<file path="config.mk">
export PLATFORM = sky130hd
export DESIGN_NAME = edgcol_engine
export DESIGN_NICKNAME = d
export VERILOG_FILES = /design/src/rtl/edgcol_engine.sv
export SDC_FILE = /design/constraint.sdc
export NUM_CORES = 1
export LEC_CHECK = 0
export BUFFER_PORTS_ARGS = -buffer_cell sky130_fd_sc_hd__buf_2
export CORE_MARGIN = 8
export CORE_UTILIZATION = 55
export CTS_CLUSTER_DIAMETER = 50
export DETAILED_ROUTE_END_ITERATION = 6
export GPL_ROUTABILITY_DRIVEN = 0
export PLACE_DENSITY = 0.73
export SYNTH_ARGS = -nofsm -noshare
export SYNTH_HDL_FRONTEND = slang
export SYNTH_SLANG_ARGS = --single-unit
</file>
<file path="constraint.sdc">
create_clock -name clk -period 4.8 [get_ports clk]
set_input_delay 0.24 -clock clk [delete_from_list [all_inputs] [get_ports clk]]
set_output_delay 0.24 -clock clk [all_outputs]
set_load 0.05 [all_outputs]
</file>
<file path="src/rtl/edgcol_engine.sv">
// Xedgcol responder: walks a Bresenham line from A to B over a 2^CW x 2^CW
// occupancy grid and reports the first occupied cell via HBDone/result.
module edgcol_engine #(
  parameter int COORD_WIDTH = 4,
  parameter int DATA_WIDTH  = 32
) (
  input  logic                  clk,
  input  logic                  rst,
  input  logic                  edgcolWrEna,
  input  logic [1:0]            wrSel,
  input  logic [DATA_WIDTH-1:0] wrData,
  input  logic                  HBStart,
  output logic                  HBDone,
  output logic                  busy,
  output logic [DATA_WIDTH-1:0] result
);
  localparam int CW   = COORD_WIDTH;
  localparam int GRID = 2 ** CW;
  localparam int EW   = CW + 2;
  localparam logic [CW-1:0] ONE = 1;

  localparam logic [1:0] S_IDLE = 2'd0;
  localparam logic [1:0] S_INIT = 2'd1;
  localparam logic [1:0] S_STEP = 2'd2;
  localparam logic [1:0] S_DONE = 2'd3;

  logic [1:0]                 state_q, state_d;
  logic [GRID-1:0][GRID-1:0]  grid_q;
  logic [CW-1:0]              ax_q, ay_q, bx_q, by_q;
  logic [CW-1:0]              cx_q, cy_q, cx_d, cy_d;
  logic signed [EW-1:0]       dx_q, dy_q, err_q, dx_d, dy_d, err_d;
  logic                       sxn_q, syn_q, sxn_d, syn_d;
  logic                       done_q, done_d;
  logic [DATA_WIDTH-1:0]      res_q, res_d;
  logic [CW-1:0]              adx, ady;
  logic signed [EW:0]         e2, dxe, dye;
  logic                       wr_ok;
  logic                       unused_wr;

  assign unused_wr = ^wrData[DATA_WIDTH-1:GRID+CW];

  assign wr_ok = edgcolWrEna && (state_q == S_IDLE || state_q == S_DONE);
  assign adx   = (bx_q >= ax_q) ? bx_q - ax_q : ax_q - bx_q;
  assign ady   = (by_q >= ay_q) ? by_q - ay_q : ay_q - by_q;
  assign e2    = {err_q, 1'b0};
  assign dxe   = {dx_q[EW-1], dx_q};
  assign dye   = {dy_q[EW-1], dy_q};

  always_comb begin
    state_d = state_q;
    cx_d    = cx_q;
    cy_d    = cy_q;
    dx_d    = dx_q;
    dy_d    = dy_q;
    err_d   = err_q;
    sxn_d   = sxn_q;
    syn_d   = syn_q;
    done_d  = done_q;
    res_d   = res_q;
    case (state_q)
      S_IDLE, S_DONE: begin
        if (HBStart) begin
          state_d = S_INIT;
          done_d  = 1'b0;
          res_d   = '0;
        end
      end
      S_INIT: begin
        cx_d    = ax_q;
        cy_d    = ay_q;
        dx_d    = $signed({2'b00, adx});
        dy_d    = -$signed({2'b00, ady});
        err_d   = $signed({2'b00, adx}) - $signed({2'b00, ady});
        sxn_d   = bx_q < ax_q;
        syn_d   = by_q < ay_q;
        state_d = S_STEP;
      end
      S_STEP: begin
        if (grid_q[cy_q][cx_q]) begin
          state_d             = S_DONE;
          done_d              = 1'b1;
          res_d               = '0;
          res_d[0]            = 1'b1;
          res_d[CW:1]         = cx_q;
          res_d[2*CW:CW+1]    = cy_q;
        end else if (cx_q == bx_q && cy_q == by_q) begin
          state_d = S_DONE;
          done_d  = 1'b1;
          res_d   = '0;
        end else begin
          // both tests use the pre-step error so a diagonal move is one cycle
          if (e2 >= dye) begin
            err_d = err_d + dy_q;
            cx_d  = sxn_q ? cx_q - ONE : cx_q + ONE;
          end
          if (e2 <= dxe) begin
            err_d = err_d + dx_q;
            cy_d  = syn_q ? cy_q - ONE : cy_q + ONE;
          end
        end
      end
      default: state_d = S_IDLE;
    endcase
  end

  always_ff @(posedge clk) begin
    if (rst) begin
      state_q <= S_IDLE;
      grid_q  <= '0;
      ax_q    <= '0;
      ay_q    <= '0;
      bx_q    <= '0;
      by_q    <= '0;
      cx_q    <= '0;
      cy_q    <= '0;
      dx_q    <= '0;
      dy_q    <= '0;
      err_q   <= '0;
      sxn_q   <= 1'b0;
      syn_q   <= 1'b0;
      done_q  <= 1'b0;
      res_q   <= '0;
    end else begin
      state_q <= state_d;
      cx_q    <= cx_d;
      cy_q    <= cy_d;
      dx_q    <= dx_d;
      dy_q    <= dy_d;
      err_q   <= err_d;
      sxn_q   <= sxn_d;
      syn_q   <= syn_d;
      done_q  <= done_d;
      res_q   <= res_d;
      if (wr_ok) begin
        case (wrSel)
          2'b00:   {ay_q, ax_q} <= wrData[2*CW-1:0];
          2'b01:   {by_q, bx_q} <= wrData[2*CW-1:0];
          2'b10:   grid_q[wrData[GRID+CW-1:GRID]] <= wrData[GRID-1:0];
          default: grid_q <= '0;
        endcase
      end
    end
  end

  assign HBDone = done_q;
  assign busy   = (state_q == S_INIT) || (state_q == S_STEP);
  assign result = res_q;
endmodule

</file>
==> impl_metrics.env, run 1 <==
export IMPL_rsz0062_at_grt="no"
export IMPL_async_flop_share_pct=0
export IMPL_overflow=0
export IMPL_grt_max_degree=234
export IMPL_avgViaCountPerCell=6.34
export IMPL_area_growth_pct=10.6
export IMPL_final_seq_area_mm2=0.00621
export IMPL_drv_cap=0
export IMPL_peakVddDrop_v=0.000398
export IMPL_p_leak_nw=6.09
export IMPL_nets=1711
export IMPL_clk_latency_ns=0.53
export IMPL_crit_fanout=52
export IMPL_p_total_mw=8.69
export IMPL_max_freq_mhz=252
export IMPL_worst_path_most_repeated_cell="or3_1"
export IMPL_maxSlewViolCount=0
export IMPL_multi_input_area_mm2=0.00813
export IMPL_pre_cts_slack_ns=0.906
export IMPL_cts_hold_fix_buffers=5
export IMPL_min_from="wrData[11]"
export IMPL_synthesis_area_mm2=0.0153
export IMPL_dieArea_mm2=0.0333
export IMPL_avgSynthCellArea_um2=9.25
export IMPL_ant_nets=0
export IMPL_ys_warn_count=0
export IMPL_slew_headroom_pct=20.9
export IMPL_fin_crit_ns=3.97
export IMPL_critPathMaxStageDelay_ns=0.98
export IMPL_hp_class="primary input to flop"
export IMPL_switching_share_pct=35.9
export IMPL_netlist_instances=1651
export IMPL_grt_pass1_vias=12600
export IMPL_synth_edff_count=0
export IMPL_p_sw_mw=3.12
export IMPL_fin_ws_ns=0.830
export IMPL_clkPwrFrac_pct=34.4
export IMPL_comb_power_share_pct=32.1
export IMPL_cts_buffer_depth=3
export IMPL_finClkSkew_ns=0.0153
export IMPL_drive_above_1_share_pct=12.4
export IMPL_cp_arrival_ns=4.38
export IMPL_crit_path_cell_trace="buf_4, mux4_2, a22oi_1, a21oi_1, nor3_1, or3_1, a21oi_2, nor4_4, or3_1, a32o_1"
export IMPL_final_util_pct=61.3
export IMPL_cts_tree="yes"
export IMPL_worst_hold_slack_ns=0.00440
export IMPL_cts_buffers_inserted=37
export IMPL_wire_per_inst_um=22.0
export IMPL_endpoint_kind="flop"
export IMPL_power_frac_seq_pct=33.5
export IMPL_cp_required_ns=5.21
export IMPL_die_w_um=183
export IMPL_drt_iter0_drc=1577
export IMPL_vias=12900
export IMPL_post_cts_buffers=0
export IMPL_yosysTopAreaCell="dfxtp_1"
export IMPL_yosysMostFrequentCell="dfxtp_1"
export IMPL_drt_pass1_iterations=6
export IMPL_yosysSeqAreaShare_pct=40.6
export IMPL_fill_cells=2325
export IMPL_status="finished clean"
export IMPL_power_density_mw_per_mm2=515
export IMPL_ys_flop_type="dfxtp_1"
export IMPL_dpl_cell_area_mm2=0.0155
export IMPL_dp_cells=1954
export IMPL_setup_viol=0
export IMPL_synthTopCellsByCount="310 x dfxtp_1, 300 x nor2_1, 278 x a22oi_1, 125 x clkbuf_1, 70 x mux2i_1"
export IMPL_ctsResizeCount=0
export IMPL_crit_slowest_cell="dfxtp_4"
export IMPL_finalSetupTns_ns=0
export IMPL_critPathLaunchType="flop"
export IMPL_die_h_um=183
export IMPL_finalCritPeriodShare_pct=82.7
export IMPL_yosysTopAreaCellShare_pct=40.6
export IMPL_ys_top_cells_by_area="dfxtp_1 41%, a22oi_1 14%, nor2_1 7.4%"
export IMPL_antenna_found_initial=2
export IMPL_hold_violations=0
export IMPL_cts_root_buf="clkbuf_16"
export IMPL_rows=61
export IMPL_initial_core_util_pct=55.4
export IMPL_final_cells=2028
export IMPL_totalWireLength_um=44500
export IMPL_crit_start="cy_q[2]"
export IMPL_ys_ff_latch=310
export IMPL_io_buffers=36
export IMPL_htree_levels=2
export IMPL_grt_use_total_pct=26.1
export IMPL_p_int_mw=5.57
export IMPL_synth_cell_types=71
export IMPL_coreArea_mm2=0.0276
export IMPL_drc=0
export IMPL_tightest_slew_ns=1.19
export IMPL_cts_sinks=310
export IMPL_fin_area_mm2=0.0169
export IMPL_grt_pass1_wl_um=69600
export IMPL_ios=72
export IMPL_clkTransAtPathRegs_ns=0.06
export IMPL_path_class="flop to flop"
export IMPL_dp_hpwl_um=27700
export IMPL_r2r_start="cy_q[2]"
## per-layer routing
metal	GRT usage, %	vias up	share of wire [%]
met1	32.4	6198	39
met3	3.72	163	7.9
li1	-	5879	-
met4	14.7	0	5.2
met2	43.0	614	47
met5	0	-	0
## path summary, 6_finish.rpt
kind / cells past startpoint / to / slack [ns]
worst min register to register: 2 / grid_q[166] / 0.49
worst max register to register: 10 / result[6] / 0.83
worst max-delay path: 10 / result[6] / 0.83
worst min-delay path: 3 / grid_q[219] / 0.004
## power by group through the flow
| stage | Clock, mW | Combinational [mW] | Sequential (mW) |
|---|---|---|---|
| 5_1_grt | 3.13 | 3.02 | 2.92 |
| 3_5_place_dp | 0 | 2.73 | 2.96 |
| 2_1_floorplan | 0 | 2.28 | 2.80 |
| 6_report | 2.99 | 2.79 | 2.91 |
| 4_1_cts | 3.01 | 2.75 | 2.90 |
| 3_3_place_gp | 0 | 2.68 | 2.95 |
## cells in the final DEF (no fill, tap or decap), types with 6 or more instances in the layout
| cell | instances |
|---|---|
| buf_2 | 35 |
| xnor2_1 | 21 |
| mux2i_1 | 70 |
| ha_1 | 44 |
| mux4_2 | 31 |
| nand4_1 | 10 |
| nor2_1 | 297 |
| a21oi_1 | 46 |
| a22oi_1 | 278 |
| fa_1 | 9 |
| nor2b_1 | 15 |
| a211oi_1 | 20 |
| inv_1 | 46 |
| a21o_1 | 16 |
| clkbuf_1 | 6 |
| buf_4 | 39 |
| conb_1 | 23 |
| nand3_1 | 11 |
| and2_1 | 17 |
| mux4_1 | 7 |
| a32o_1 | 8 |
| o21ai_1 | 9 |
| xor2_1 | 9 |
| dfxtp_1 | 308 |
| a311oi_1 | 9 |
| and3_1 | 7 |
| mux2_2 | 6 |
| clkbuf_8 | 7 |
| a221oi_1 | 8 |
| nor3_1 | 7 |
| o21ai_2 | 8 |
| clkbuf_16 | 39 |
| o21ai_0 | 16 |
| nand2_1 | 66 |
## kinds of logic (layout without fill, tap and decap cells)
| kind of cell | Yosys count | count (layout) | synth area share [%] |
|---|---|---|---|
| multiplexers | 114 | 114 | 10.8 |
| XOR/XNOR | 30 | 30 | 1.72 |
| other | 1 | 26 | 0.0246 |
| AND/OR/NAND/NOR | 471 | 471 | 13.4 |
| adder cells (fa/ha/maj) | 53 | 53 | 4.79 |
| flip-flops | 310 | 310 | 40.6 |
| buffers and inverters | 224 | 198 | 7.20 |
| AO/OA/AOI/OAI | 448 | 448 | 21.4 |
## worst max-delay path: cells and delay by family (launching register included)
kind	cells	cell delay, ns
buf+inv	1	0.37
flops	1	0.98
simple gates	4	1.10
compound gates	4	1.13
mux	1	0.22
## sequential cells by signal (all words and copies together), names as in the netlist
signal and count:
bx_q 4, dx_q 4, syn_q 1, result 9, by_q 4, ax_q 4, state_q 2, sxn_q 1
grid_q 256, HBDone 1, cx_q 4, ay_q 4, err_q 6, dy_q 6, cy_q 4
## final cells by class
class	instances	share of cell area [%]
flip-flops and latches	310	36.8
well taps	378	2.80
inverters	50	1.11
clock buffers	51	6.40
multi-input cells	1139	48.1
repair buffers	82	3.39
diodes	3	0.0445
clock inverters	15	1.36
Note: power is estimated with default switching activity, not from simulation.
==> run 2: changes to the inputs <==
--- a/config.mk
+++ b/config.mk
@@ -11,7 +11,7 @@
 export CTS_CLUSTER_DIAMETER = 50
 export DETAILED_ROUTE_END_ITERATION = 6
 export GPL_ROUTABILITY_DRIVEN = 0
-export PLACE_DENSITY = 0.73
+export PLACE_DENSITY = 0.75
 export SYNTH_ARGS = -nofsm -noshare
 export SYNTH_HDL_FRONTEND = slang
 export SYNTH_SLANG_ARGS = --single-unit
==> constraint.sdc (replaced) <==
create_clock -name clk -period 3.3 [get_ports clk]
set_input_delay 0.165 -clock clk [delete_from_list [all_inputs] [get_ports clk]]
set_output_delay 0.165 -clock clk [all_outputs]
set_load 0.05 [all_outputs]
==> run 2 against run 1 <==
  * Clock skew increased by 0.018 ns
  * Setup slack got worse by 0.81 ns
  * Clock-buffer cell count decreased by 6
  * Largest cell class unchanged
  * Non-clock buffer count grew 126
  * Hold slack better by 0.056 ns
==> impl_metrics.env, run 2 (synthesis gave the netlist of run 1 again) <==
export IMPL_clkTransAtPathRegs_ns=0.06
export IMPL_fin_crit_ns=3.28
export IMPL_pre_cts_slack_ns=-0.176
export IMPL_rows=61
export IMPL_largest_reg_flops=256
export IMPL_p_total_mw=13.3
export IMPL_antenna_found_initial=0
export IMPL_crit_start="dy_q[5]"
export IMPL_hold_violations=0
export IMPL_grt_use_met1_pct=32.2
export IMPL_cts_root_buf="clkbuf_16"
export IMPL_tightest_slew_ns=1.07
export IMPL_grt_pass1_wl_um=72100
export IMPL_die_w_um=183
export IMPL_use_met2_pct=45.3
export IMPL_max_freq_mhz=305
export IMPL_dp_hpwl_um=30500
export IMPL_drv_cap=0
export IMPL_fill_cells=2165
export IMPL_vias=13600
export IMPL_avgViaCountPerCell=6.36
export IMPL_nets=1836
export IMPL_status="finished clean"
export IMPL_busiest_layer="met2"
export IMPL_cp_arrival_ns=3.67
export IMPL_mostFrequentLayoutCells="304 x dfxtp_1, 300 x nor2_1, 274 x a22oi_1"
export IMPL_drc=0
export IMPL_finClkSkew_ns=0.0335
export IMPL_cts_buffers_inserted=36
export IMPL_cp_required_ns=3.69
export IMPL_hp_class="primary input to flop"
export IMPL_drive_above_1_share_pct=19.6
export IMPL_setup_viol=0
export IMPL_r2r_start="dy_q[5]"
export IMPL_p_leak_nw=6.70
export IMPL_cts_tree="yes"
export IMPL_ios=72
export IMPL_power_density_mw_per_mm2=741
export IMPL_grt_util_met3_pct=5.05
export IMPL_finalCritPeriodShare_pct=99.4
export IMPL_grt_pass1_vias=13200
export IMPL_final_common_cell="dfxtp_1"
export IMPL_peakVddDrop_v=0.000467
export IMPL_reg2reg_slack_ns=0.02
export IMPL_rsz0062_at_grt="yes"
export IMPL_fin_ws_ns=0.0211
export IMPL_grt_max_degree=122
export IMPL_drt_iter0_drc=1521
export IMPL_largest_register="grid_q"
export IMPL_totalWireLength_um=47100
export IMPL_cts_sinks=310
export IMPL_io_buffers=36
export IMPL_maxSlewViolCount=0
export IMPL_num_antenna_cells=0
export IMPL_crit_fanout=4
export IMPL_final_util_pct=65.2
export IMPL_drt_pass1_iterations=7
export IMPL_ant_nets=0
export IMPL_area_growth_pct=17.6
export IMPL_critPathLaunchType="flop"
export IMPL_path_class="flop to flop"
export IMPL_clk_latency_ns=0.52
export IMPL_overflow=0
export IMPL_dpl_cell_area_mm2=0.0163
export IMPL_endpoint_kind="flop"
export IMPL_min_from="HBStart"
export IMPL_slew_headroom_pct=28.8
export IMPL_cts_buffer_depth=3
export IMPL_dieArea_mm2=0.0333
export IMPL_fin_area_mm2=0.0180
export IMPL_htree_levels=2
export IMPL_grt_use_total_pct=27.0
export IMPL_coreArea_mm2=0.0276
export IMPL_finalSetupTns_ns=0
export IMPL_initial_core_util_pct=55.4
export IMPL_wire_per_inst_um=22.0
export IMPL_die_h_um=183
## run 2: worst max-delay path, stage by stage, from the launching register on
cell and delay, ns:
dfxtp_2 0.33, inv_2 0.05, ha_4 0.26, inv_1 0.05
or4_4 0.54, o21a_4 0.24, mux2_2 0.31, ha_4 0.17
a21o_1 0.17, a21oi_2 0.16, nor2b_1 0.06, o21a_1 0.22
o211a_1 0.12, o21ai_1 0.11, a21oi_1 0.08, mux2_2 0.28
## run 2: layout make-up
type / instances / area [um2] / share of cell area [%]
well taps: 378 / 473 / 2.63
clock inverters: 14 / 181 / 1.01
flip-flops and latches: 310 / 6220 / 34.6
clock buffers: 45 / 965 / 5.37
repair buffers: 208 / 1620 / 9.02
multi-input cells: 1139 / 8310 / 46.3
inverters: 50 / 188 / 1.05
## run 2: routing by layer
layer  wire, um  vias up
met1      17900     6606
li1           -     6122
met2      22500      746
met5          0        -
met4       2570        0
met3       4170      171
## run 2: what timing repair did
| action | 4_1_cts | 5_1_grt |
|---|---|---|
| hold buffers | 16 | 0 |
| pin swaps | 5 | 26 |
| setup endpoints to repair | 23 | 23 |
| hold endpoints to repair | 44 | 0 |
| gates resized for setup | 14 | 37 |
| setup buffers | 2 | 17 |
| cloned | 0 | 1 |
## run 2: path summary, 6_finish.rpt
kind              cells after the start         end
hold reg to reg                       2  grid_q[57]
hold / removal                        3   result[0]
setup / recovery                     15    err_q[5]
setup reg to reg                     15    err_q[5]
## run 2: metrics by stage
| stage | cells | hold slack [ns] |
|---|---|---|
| 2_1_floorplan | 1673 | 0.301 |
| 3_3_place_gp | 2049 | 0.428 |
| 3_5_place_dp | 2049 | 0.435 |
| 4_1_cts | 2126 | 0.0484 |
| 5_1_grt | 2144 | 0.0756 |
| 6_report | 2144 | 0.0602 |
## run 2: power by group
group	internal [mW]	total [mW]	switching [mW]
Combinational	2.27	5.30	3.03
Sequential	3.90	4.10	0.202
Clock	2.32	3.90	1.58
Total	8.48	13.3	4.81
